==> src/rtl/mag_pkg.sv <==
// rtl/mag_pkg.sv - shared types, BCD constants and load-digit clamp for the magnetron timer
package mag_pkg;

  typedef enum logic [1:0] {
    IDLE  = 2'd0,
    READY = 2'd1,
    COOK  = 2'd2,
    DONE  = 2'd3
  } state_t;

  localparam int         DIGIT_W      = 4;
  localparam logic [3:0] SEC_TENS_MAX = 4'd5;
  localparam logic [3:0] DIGIT_MAX    = 4'd9;

  // Saturate one keypad digit to the largest value legal in its position
  function automatic logic [DIGIT_W-1:0] clamp_digit(input logic [DIGIT_W-1:0] d,
                                                     input logic [DIGIT_W-1:0] lim);
    return (d > lim) ? lim : d;
  endfunction

endpackage

==> src/rtl/bcd_mmss_dec.sv <==
// rtl/bcd_mmss_dec.sv - combinational one-second decrement of a BCD mm:ss value
module bcd_mmss_dec
  import mag_pkg::*;
(
  input  logic [15:0] time_in,
  output logic [15:0] time_out,
  output logic        zero
);

  logic [DIGIT_W-1:0] mt, mo, st, so;

  // Ripple borrow from seconds ones up through minutes tens; 00:00 wraps to 99:59
  always_comb begin
    mt = time_in[15:12];
    mo = time_in[11:8];
    st = time_in[7:4];
    so = time_in[3:0];
    if (so != 4'd0) begin
      so = so - 4'd1;
    end else begin
      so = DIGIT_MAX;
      if (st != 4'd0) begin
        st = st - 4'd1;
      end else begin
        st = SEC_TENS_MAX;
        if (mo != 4'd0) begin
          mo = mo - 4'd1;
        end else begin
          mo = DIGIT_MAX;
          mt = (mt != 4'd0) ? mt - 4'd1 : DIGIT_MAX;
        end
      end
    end
    time_out = {mt, mo, st, so};
    zero     = (time_out == 16'h0000);
  end

endmodule

==> src/rtl/mag_timer_ctrl.sv <==
// rtl/mag_timer_ctrl.sv - magnetron enable latch and 1 Hz BCD cook countdown; optional MAG_BEEP_EN adds beep
module mag_timer_ctrl
  import mag_pkg::*;
#(
  parameter int CLK_HZ  = 50000000,
  parameter int MAX_MIN = 99
`ifdef MAG_BEEP_EN
  , parameter int BEEP_SEC = 3
`endif
) (
  input  logic        clk,
  input  logic        rst,
  input  logic        s,
  input  logic        r,
  input  logic        load,
  input  logic [15:0] load_bcd,
  output logic        mag_on,
  output logic        time_over,
  output logic [15:0] time_bcd,
`ifdef MAG_BEEP_EN
  output logic        beep,
`endif
  output logic        tick
);

  localparam int         PW     = (CLK_HZ > 1) ? $clog2(CLK_HZ) : 1;
  localparam logic [3:0] MAX_MT = 4'(MAX_MIN / 10);
  localparam logic [3:0] MAX_MO = 4'(MAX_MIN % 10);

  state_t        state, next_state;
  logic [PW-1:0] presc;
  logic          presc_tc, presc_run;
  logic [15:0]   ld_bcd, dec_bcd;
  logic          dec_zero, ld_zero, load_take, dec_en;

  bcd_mmss_dec u_dec (
    .time_in  (time_bcd),
    .time_out (dec_bcd),
    .zero     (dec_zero)
  );

  // Clamp keypad digits per position, then clamp the minutes pair to MAX_MIN
  always_comb begin
    ld_bcd = {clamp_digit(load_bcd[15:12], DIGIT_MAX), clamp_digit(load_bcd[11:8], DIGIT_MAX),
              clamp_digit(load_bcd[7:4], SEC_TENS_MAX), clamp_digit(load_bcd[3:0], DIGIT_MAX)};
    if (ld_bcd[15:8] > {MAX_MT, MAX_MO}) ld_bcd[15:8] = {MAX_MT, MAX_MO};
    ld_zero = (ld_bcd == 16'h0000);
  end

  // In DONE, r takes priority over a simultaneous load
  assign load_take = load && (state != COOK) && !(state == DONE && r);
  assign presc_tc  = (presc == PW'(CLK_HZ - 1));
  assign dec_en    = (state == COOK) && !r && presc_tc;

  // State register
  always_ff @(posedge clk) begin
    if (rst) state <= IDLE;
    else     state <= next_state;
  end

  // Next-state logic; r beats s everywhere and load beats s in READY
  always_comb begin
    next_state = state;
    unique case (state)
      IDLE:  if (load_take) next_state = ld_zero ? IDLE : READY;
      READY: begin
        if (load_take)    next_state = ld_zero ? IDLE : READY;
        else if (s && !r) next_state = COOK;
      end
      COOK: begin
        if (r)                       next_state = (time_bcd == 16'h0000) ? IDLE : READY;
        else if (dec_en && dec_zero) next_state = DONE;
      end
      DONE: begin
        if (r)              next_state = IDLE;
        else if (load_take) next_state = ld_zero ? IDLE : READY;
      end
      default: next_state = IDLE;
    endcase
  end

  // Combinational outputs decoded from the current state and time register
  always_comb begin
    time_over = (time_bcd == 16'h0000);
    tick      = dec_en;
  end

  // Magnetron enable lags the state by one clock
  always_ff @(posedge clk) begin
    if (rst) mag_on <= 1'b0;
    else     mag_on <= (state == COOK);
  end

  // Remaining-time register: load when not cooking, decrement on each second
  always_ff @(posedge clk) begin
    if (rst)            time_bcd <= 16'h0000;
    else if (load_take) time_bcd <= ld_bcd;
    else if (dec_en)    time_bcd <= dec_bcd;
  end

  // 1 s prescaler; held at zero while idle so a paused partial second is lost
  always_ff @(posedge clk) begin
    if (rst || !presc_run) presc <= '0;
    else if (presc_tc)     presc <= '0;
    else                   presc <= presc + 1'b1;
  end

`ifdef MAG_BEEP_EN
  localparam int BW = (BEEP_SEC > 1) ? $clog2(BEEP_SEC + 1) : 1;
  logic [BW-1:0] beep_cnt;

  assign presc_run = (state == COOK) || (state == DONE && beep);

  // Beep starts on entry to DONE and lasts BEEP_SEC prescaler periods; leaving DONE cuts it short
  always_ff @(posedge clk) begin
    if (rst) begin
      beep     <= 1'b0;
      beep_cnt <= '0;
    end else if (state == COOK && next_state == DONE) begin
      beep     <= 1'b1;
      beep_cnt <= '0;
    end else if (state != DONE || next_state != DONE) begin
      beep     <= 1'b0;
      beep_cnt <= '0;
    end else if (beep && presc_tc) begin
      if (beep_cnt == BW'(BEEP_SEC - 1)) beep <= 1'b0;
      beep_cnt <= beep_cnt + 1'b1;
    end
  end
`else
  assign presc_run = (state == COOK);
`endif

endmodule

==> config.mk <==
export PLATFORM = sky130hd
export DESIGN_NAME = mag_timer_ctrl
export DESIGN_NICKNAME = d
export VERILOG_FILES = /design/src/rtl/mag_pkg.sv /design/src/rtl/bcd_mmss_dec.sv /design/src/rtl/mag_timer_ctrl.sv
export SDC_FILE = /design/constraint.sdc
export NUM_CORES = 1
export LEC_CHECK = 0
export ABC_AREA = 1
export CORE_MARGIN = 10
export CORE_UTILIZATION = 56
export CTS_BUF_LIST = sky130_fd_sc_hd__clkbuf_4 sky130_fd_sc_hd__clkbuf_8
export DETAILED_ROUTE_END_ITERATION = 10
export GPL_ROUTABILITY_DRIVEN = 0
export HOLD_SLACK_MARGIN = 0.15
export MAX_ROUTING_LAYER = met4
export PLACE_DENSITY = 0.82
export SETUP_SLACK_MARGIN = 0.2
export SYNTH_ARGS = -nofsm -noshare
export SYNTH_HDL_FRONTEND = slang
export SYNTH_HIERARCHICAL = 1
export SYNTH_SLANG_ARGS = --single-unit
==> constraint.sdc <==
create_clock -name clk -period 3.6 [get_ports clk]
set_input_delay 0.72 -clock clk [delete_from_list [all_inputs] [get_ports clk]]
set_output_delay 0.72 -clock clk [all_outputs]
set_load 0.005 [all_outputs]
### After elaboration in Yosys (flattened, before gate mapping)

Index checks and enable logic that the tools add are counted.

| storage, ports and cells | value |
|---|---|
| bits in registers | 45 |
| input port bits | 21 |
| word-level logic and storage cells | 69 |

| operators by class | value |
|---|---|
| add/subtract/negate cells | 5 |
| $lt $le $gt $ge | 5 |
| equal/unequal tests | 7 |
| muxes and demuxes | 26 |
| reductions and logical operators | 22 |

Operator list:

| operator | count |
|---|---|
| $mux W4 | 14 |
| $logic_not A16 Y1 | 3 |
| $mux W16 | 2 |
| $add A26 B1 Y26 const B | 1 |
| $eq A26 B26 Y1 const B | 1 |
| $reduce_bool A4 Y1 | 4 |
| $sub A4 B1 Y4 const B | 4 |
| $gt A4 B4 Y1 const B | 3 |
| $mux W2 | 6 |
| $gt A8 B8 Y1 const B | 1 |
| $mux W8 | 1 |
| $pmux W2 S4 | 1 |
| $logic_and A1 B1 Y1 | 7 |
| $eq A2 B2 Y1 const B | 2 |
| $gt A4 B3 Y1 const B | 1 |
| $logic_not A1 Y1 | 3 |
| $ne A3 B2 Y1 const B | 1 |
| $ne A3 B3 Y1 const B | 1 |
| $eq A2 B1 Y1 const B | 1 |
| $logic_not A2 Y1 | 1 |
| $mux W1 | 2 |
| $ne A2 B2 Y1 const B | 1 |
| $reduce_and A2 Y1 | 1 |
| $reduce_bool A2 Y1 | 1 |
| 2 further kinds | 2 |

### Depth between registers and ports, before layout

| depth | value |
|---|---|
| depth in word-level cells | 10 |
| gate-level depth with buffers | 17 |
| mapped depth without buffers | 17 |

### Cells and area by module

The synthesis kept the hierarchy.

By module, submodules not included:

| module | instances | cells each | area each (um^2) | sequential area each (um^2) |
|---|---|---|---|---|
| mag_timer_ctrl | 1 | 392 | 2,512.4 | 900.9 |
| bcd_mmss_dec | 1 | 96 | 486.7 | 0.0 |

### Worst setup path after synthesis

No wires, ideal clock.

| timing | value |
|---|---|
| path kind | flip-flop to output port |
| start | register presc[0] |
| end | output tick |
| arrival | 1.203 ns |
| data required time | 2.880 ns |
| path slack | 1.677 ns |
| stages on the path, launching flop included | 8 |
| path buffers | 0 |
| path through | dfxtp_1 > ha_1 > nand2_2 > nor2_4 > nand2_4 > nor2_4 > nand3_4 > inv_1 |

| between the ends | value |
|---|---|
| longest elaborated chain between the ends | 2 |

Ends and longest elaborated chain:

| element | RTL line | RTL |
|---|---|---|
| from (decl) | mag_timer_ctrl.sv:31 | `logic [PW-1:0] presc;` |
| from (signal assigned) | mag_timer_ctrl.sv:105 | `else presc <= presc + 1'b1;` |
| $eq A26 B26 Y1 | mag_timer_ctrl.sv:52 | `assign presc_tc = (presc == PW'(CLK_HZ - 1));` |
| $logic_and A1 B1 Y1 | mag_timer_ctrl.sv:53 | `assign dec_en = (state == COOK) && !r && presc_tc;` |
| to (decl) | mag_timer_ctrl.sv:23 | `output logic tick` |

Every way passes these cells.

### Worst setup path after layout

Same ends and word-level chain as after synthesis.

==> parameters.txt <==
Parameter                              Value

Run status
  Outcome ... completed

Route
  Number of remaining DRC errors ... 0
  Average wire per standard cell ... 12.9 um
  Length of the first detailed-routing pass in iterations ... 5
  Final antenna-violating net count ... 0
  Total Routed Length ... 7.70 mm
  Initial detailed-routing violation count ... 223
  Via count ... 3140
  Avg Vias per Cell ... 5.25

Setup path
  CP Launch Type ... flop
  Biggest fanout along the worst timing path ... 5
  Cell type of the slowest stage on the worst timing path ... sky130_fd_sc_hd__clkdlybuf4s50_1
  Most Frequent Cell on Critical Path ... sky130_fd_sc_hd__nor2_4
  Critical path type ... flop to primary output
  Crit path depth ... 8
  Worst Path Required ... 2.88 ns
  Cell chain of the critical path ... ha_1, nand2_2, nor2_4, nand2_4, nor2_4, nand3_4, inv_1, clkdlybuf4s50_1
  Longest individual stage delay on the worst path ... 0.51 ns
  Crit path buf inv count ... 2
  Reg2Reg Depth ... 17
  Arrival @ worst endpoint ... 2.19 ns
  Crit path capture type ... primary output
  Kind of cell with the highest combined delay on the critical path ... simple AND/OR/NAND/NOR gates

Yosys
  Instance count of the mapped netlist ... 488
  Post-Synthesis Cell Area ... 0.00300 mm^2
  Unique cell type count in the Yosys netlist ... 36
  Sequential cell area fraction in the yosys report ... 0.300
  Synth Area per Inst ... 6.15 um^2
  Post-synthesis sequential element count ... 45
  Mapped Nets ... 512
  Total of warnings raised by yosys ... 6

STA
  Count of pins over their slew limit ... 0
  Setup TNS ... 0 ns
  Crit share post-route ... 0.809
  Highest clock rate ... 343 MHz
  Unrepaired setup endpoints after global routing ... false
  Rel. slew slack ... 0.668
  Fin Clk Skew ... 0.00979 ns
  Finish-stage setup viols ... 0
  Final period demand of the worst path ... 2.91 ns
  Number of hold violations in the final report ... 0
  Worst slack on hold paths ... 0.480 ns
  Setup ws final ... 0.688 ns
  Worst Tran Pin Value ... 0.496 ns

Clocking
  Number of sinks handled by clock tree synthesis ... 45
  Total clock buffers created by CTS ... 5
  Clk pin slew, worst setup/hold paths ... 0.09 ns
  Clock root buffer ... sky130_fd_sc_hd__clkbuf_8
  Number of buffers inserted to repair setup after CTS ... 0
  Clock tree from TritonCTS ... yes
  CTS resizes ... 0
  Hold Buf Count CTS ... 0
  Htree depth ... 2
  Clk Latency, worst-skew pair ... 0.30 ns
  Clock Path Buffers ... 2

Global routing
  Initial antenna violation count ... 0
  Via count of the first global-routing pass ... 3005
  Aggregate global routing overflow ... 0
  Global-route usage over all layers ... 0.188
  Global-route wire length before repair ... 13.3 mm
  Largest net degree at the start of global routing ... 30

Finish
  Antenna cell count ... 0
  Post-layout instance area ... 0.00355 mm^2
  Syn-to-layout area delta ... 18.4%
  Fraction of final layout cells with drive strength greater than 1 ... 0.0890
  Fin nets ... 551

Floorplanning
  Initial standard-cell utilization of the core ... 0.583
  Top-Level Pins ... 40
  Core outline area ... 0.00514 mm^2
  Row Count ... 26
  Die boundary width ... 93.2 um
  Die Y ... 93.2 um
  DIE AREA ... 0.00868 mm^2

Place
  HPWL Detailed ... 5.96 mm
  Placement Setup Slack ... 0.694 ns
  Post-Place Cell Area ... 0.00343 mm^2
  Number of port buffers ... 39

Pwr
  Pwr per Cell Area ... 348 mW/mm^2
  Static leakage ... 0.00148 uW
  Peak supply drop ... 197 uV

Min path
  Number of stages on the worst hold path ... 2
  Path category of the worst min-delay check ... flop to flop

Job
  Max Cap Viol ... 0
-- flip-flops by register name, indices dropped and copies added, names as in the netlist --
register / flops
mag_on: 1
state: 2
presc: 26
time_bcd: 16
-- layout make-up --
class	instances	area (um^2)
well taps	70	87.6
inverters	59	221
flip-flops and latches	45	901
fillers	499	1590
clock buffers	5	68.8
multi-input cells	376	1830
clock inverters	3	47.5
repair buffers	40	398
-- Yosys cell counts --
library cell	n	area share
sky130_fd_sc_hd__clkbuf_1	1	0.0013
sky130_fd_sc_hd__nand2_1	131	0.16
sky130_fd_sc_hd__a21oi_1	17	0.028
sky130_fd_sc_hd__nand4_1	8	0.017
sky130_fd_sc_hd__dfxtp_1	45	0.30
sky130_fd_sc_hd__xor2_1	4	0.012
sky130_fd_sc_hd__nor2_2	10	0.021
sky130_fd_sc_hd__o21a_1	3	0.0075
sky130_fd_sc_hd__buf_2	5	0.0083
sky130_fd_sc_hd__nand3_2	2	0.0067
sky130_fd_sc_hd__a31oi_1	1	0.0021
sky130_fd_sc_hd__a21o_1	1	0.0025
sky130_fd_sc_hd__buf_6	2	0.0075
sky130_fd_sc_hd__nand3b_1	4	0.010
sky130_fd_sc_hd__nand3_4	1	0.0058
sky130_fd_sc_hd__nor4_1	3	0.0063
sky130_fd_sc_hd__nor3_1	15	0.025
sky130_fd_sc_hd__nor2_4	4	0.015
sky130_fd_sc_hd__nand2_2	7	0.015
sky130_fd_sc_hd__nor2_8	1	0.0067
sky130_fd_sc_hd__o21ai_0	27	0.045
sky130_fd_sc_hd__inv_2	1	0.0013
sky130_fd_sc_hd__o211ai_1	1	0.0025
sky130_fd_sc_hd__nor2_1	91	0.11
sky130_fd_sc_hd__inv_1	58	0.073
sky130_fd_sc_hd__nor3b_1	3	0.0075
sky130_fd_sc_hd__or2_2	5	0.010
sky130_fd_sc_hd__nand3_1	21	0.035
sky130_fd_sc_hd__a21boi_0	1	0.0025
sky130_fd_sc_hd__o21ai_2	2	0.0058
sky130_fd_sc_hd__nand2_4	4	0.015
sky130_fd_sc_hd__and3_1	1	0.0021
sky130_fd_sc_hd__xnor2_1	2	0.0058
sky130_fd_sc_hd__ha_1	3	0.013
sky130_fd_sc_hd__o21ai_1	2	0.0033
sky130_fd_sc_hd__nor3_2	1	0.0033
-- layer usage --
metal | track usage | up-vias | share of wire | wire length [um]
met3 | 0.0400 | 11 | 0.065 | 503
met1 | 0.198 | 1407 | 0.41 | 3160
met2 | 0.343 | 101 | 0.51 | 3920
met5 | - | - | 0 | 0
li1 | - | 1621 | - | -
met4 | 0.0604 | 0 | 0.015 | 114
-- kinds of logic after synthesis --
logic type	Yosys count	share of synthesized area
xor+xnor	6	0.0175
fa+ha+maj	3	0.0125
flops	45	0.300
buf+inv	67	0.0909
simple gates	312	0.479
compound gates	55	0.0997
-- worst reg2reg max path: cells and delay by family, from the launching register on --
family / cells / cell delay, ns
fa+ha+maj: 1 / 0.30
buf+inv: 1 / 0.11
flops: 1 / 0.36
simple gates: 15 / 1.36
-- metrics by stage --
step,util,std cells,total power (uW)
floorplan,-,488,743
global placement,0.668,590,836
detailed placement,0.668,590,843
CTS,0.691,598,1250
global route,0.691,598,1310
finish,0.691,598,1240
-- report_power, final --
group          switching (uW)  total (uW)  internal [uW]  leakage (uW)
Clock                     188         400            212     0.0000591
Combinational             170         294            124       0.00105
Sequential               25.8         541            515      0.000366
-- cells in the final DEF (no fill, tap or decap) --
master / count
sky130_fd_sc_hd__nor4_1: 3
sky130_fd_sc_hd__o21a_1: 3
sky130_fd_sc_hd__a31oi_1: 1
sky130_fd_sc_hd__inv_2: 1
sky130_fd_sc_hd__nand3_4: 1
sky130_fd_sc_hd__clkbuf_8: 5
sky130_fd_sc_hd__nand2_1: 131
sky130_fd_sc_hd__a21o_1: 1
sky130_fd_sc_hd__o21ai_0: 27
sky130_fd_sc_hd__xor2_1: 4
sky130_fd_sc_hd__o21ai_2: 2
sky130_fd_sc_hd__nor3_1: 15
sky130_fd_sc_hd__buf_4: 1
sky130_fd_sc_hd__nor3b_1: 3
sky130_fd_sc_hd__nand3b_1: 4
sky130_fd_sc_hd__nor2_1: 91
sky130_fd_sc_hd__nor2_8: 1
sky130_fd_sc_hd__a21oi_1: 17
sky130_fd_sc_hd__or2_2: 5
sky130_fd_sc_hd__ha_1: 3
sky130_fd_sc_hd__o21ai_1: 2
sky130_fd_sc_hd__nor3_2: 1
sky130_fd_sc_hd__clkdlybuf4s50_1: 39
sky130_fd_sc_hd__inv_6: 2
sky130_fd_sc_hd__nand2_2: 7
sky130_fd_sc_hd__and3_1: 1
sky130_fd_sc_hd__o211ai_1: 1
sky130_fd_sc_hd__inv_1: 58
sky130_fd_sc_hd__nand4_1: 8
sky130_fd_sc_hd__a21boi_0: 1
sky130_fd_sc_hd__nand3_1: 21
sky130_fd_sc_hd__nor2_2: 10
sky130_fd_sc_hd__xnor2_1: 2
sky130_fd_sc_hd__nand2_4: 4
sky130_fd_sc_hd__nor2_4: 4
sky130_fd_sc_hd__nand3_2: 2
sky130_fd_sc_hd__dfxtp_1: 45
sky130_fd_sc_hd__bufinv_16: 1
-- path summary, 6_finish.rpt --
path	endpoint	from	slack, ns
hold reg to reg	presc[22]$_SDFF_PP0_	presc[22]$_SDFF_PP0_	0.48
setup reg to reg	state[0]$_SDFFE_PP0P_	time_bcd[1]$_SDFFE_PP0P_	1.38
hold / removal	presc[22]$_SDFF_PP0_	presc[22]$_SDFF_PP0_	0.48
setup / recovery	tick	presc[0]$_SDFF_PP0_	0.69
No activity file was read; power rests on OpenSTA's default activity.
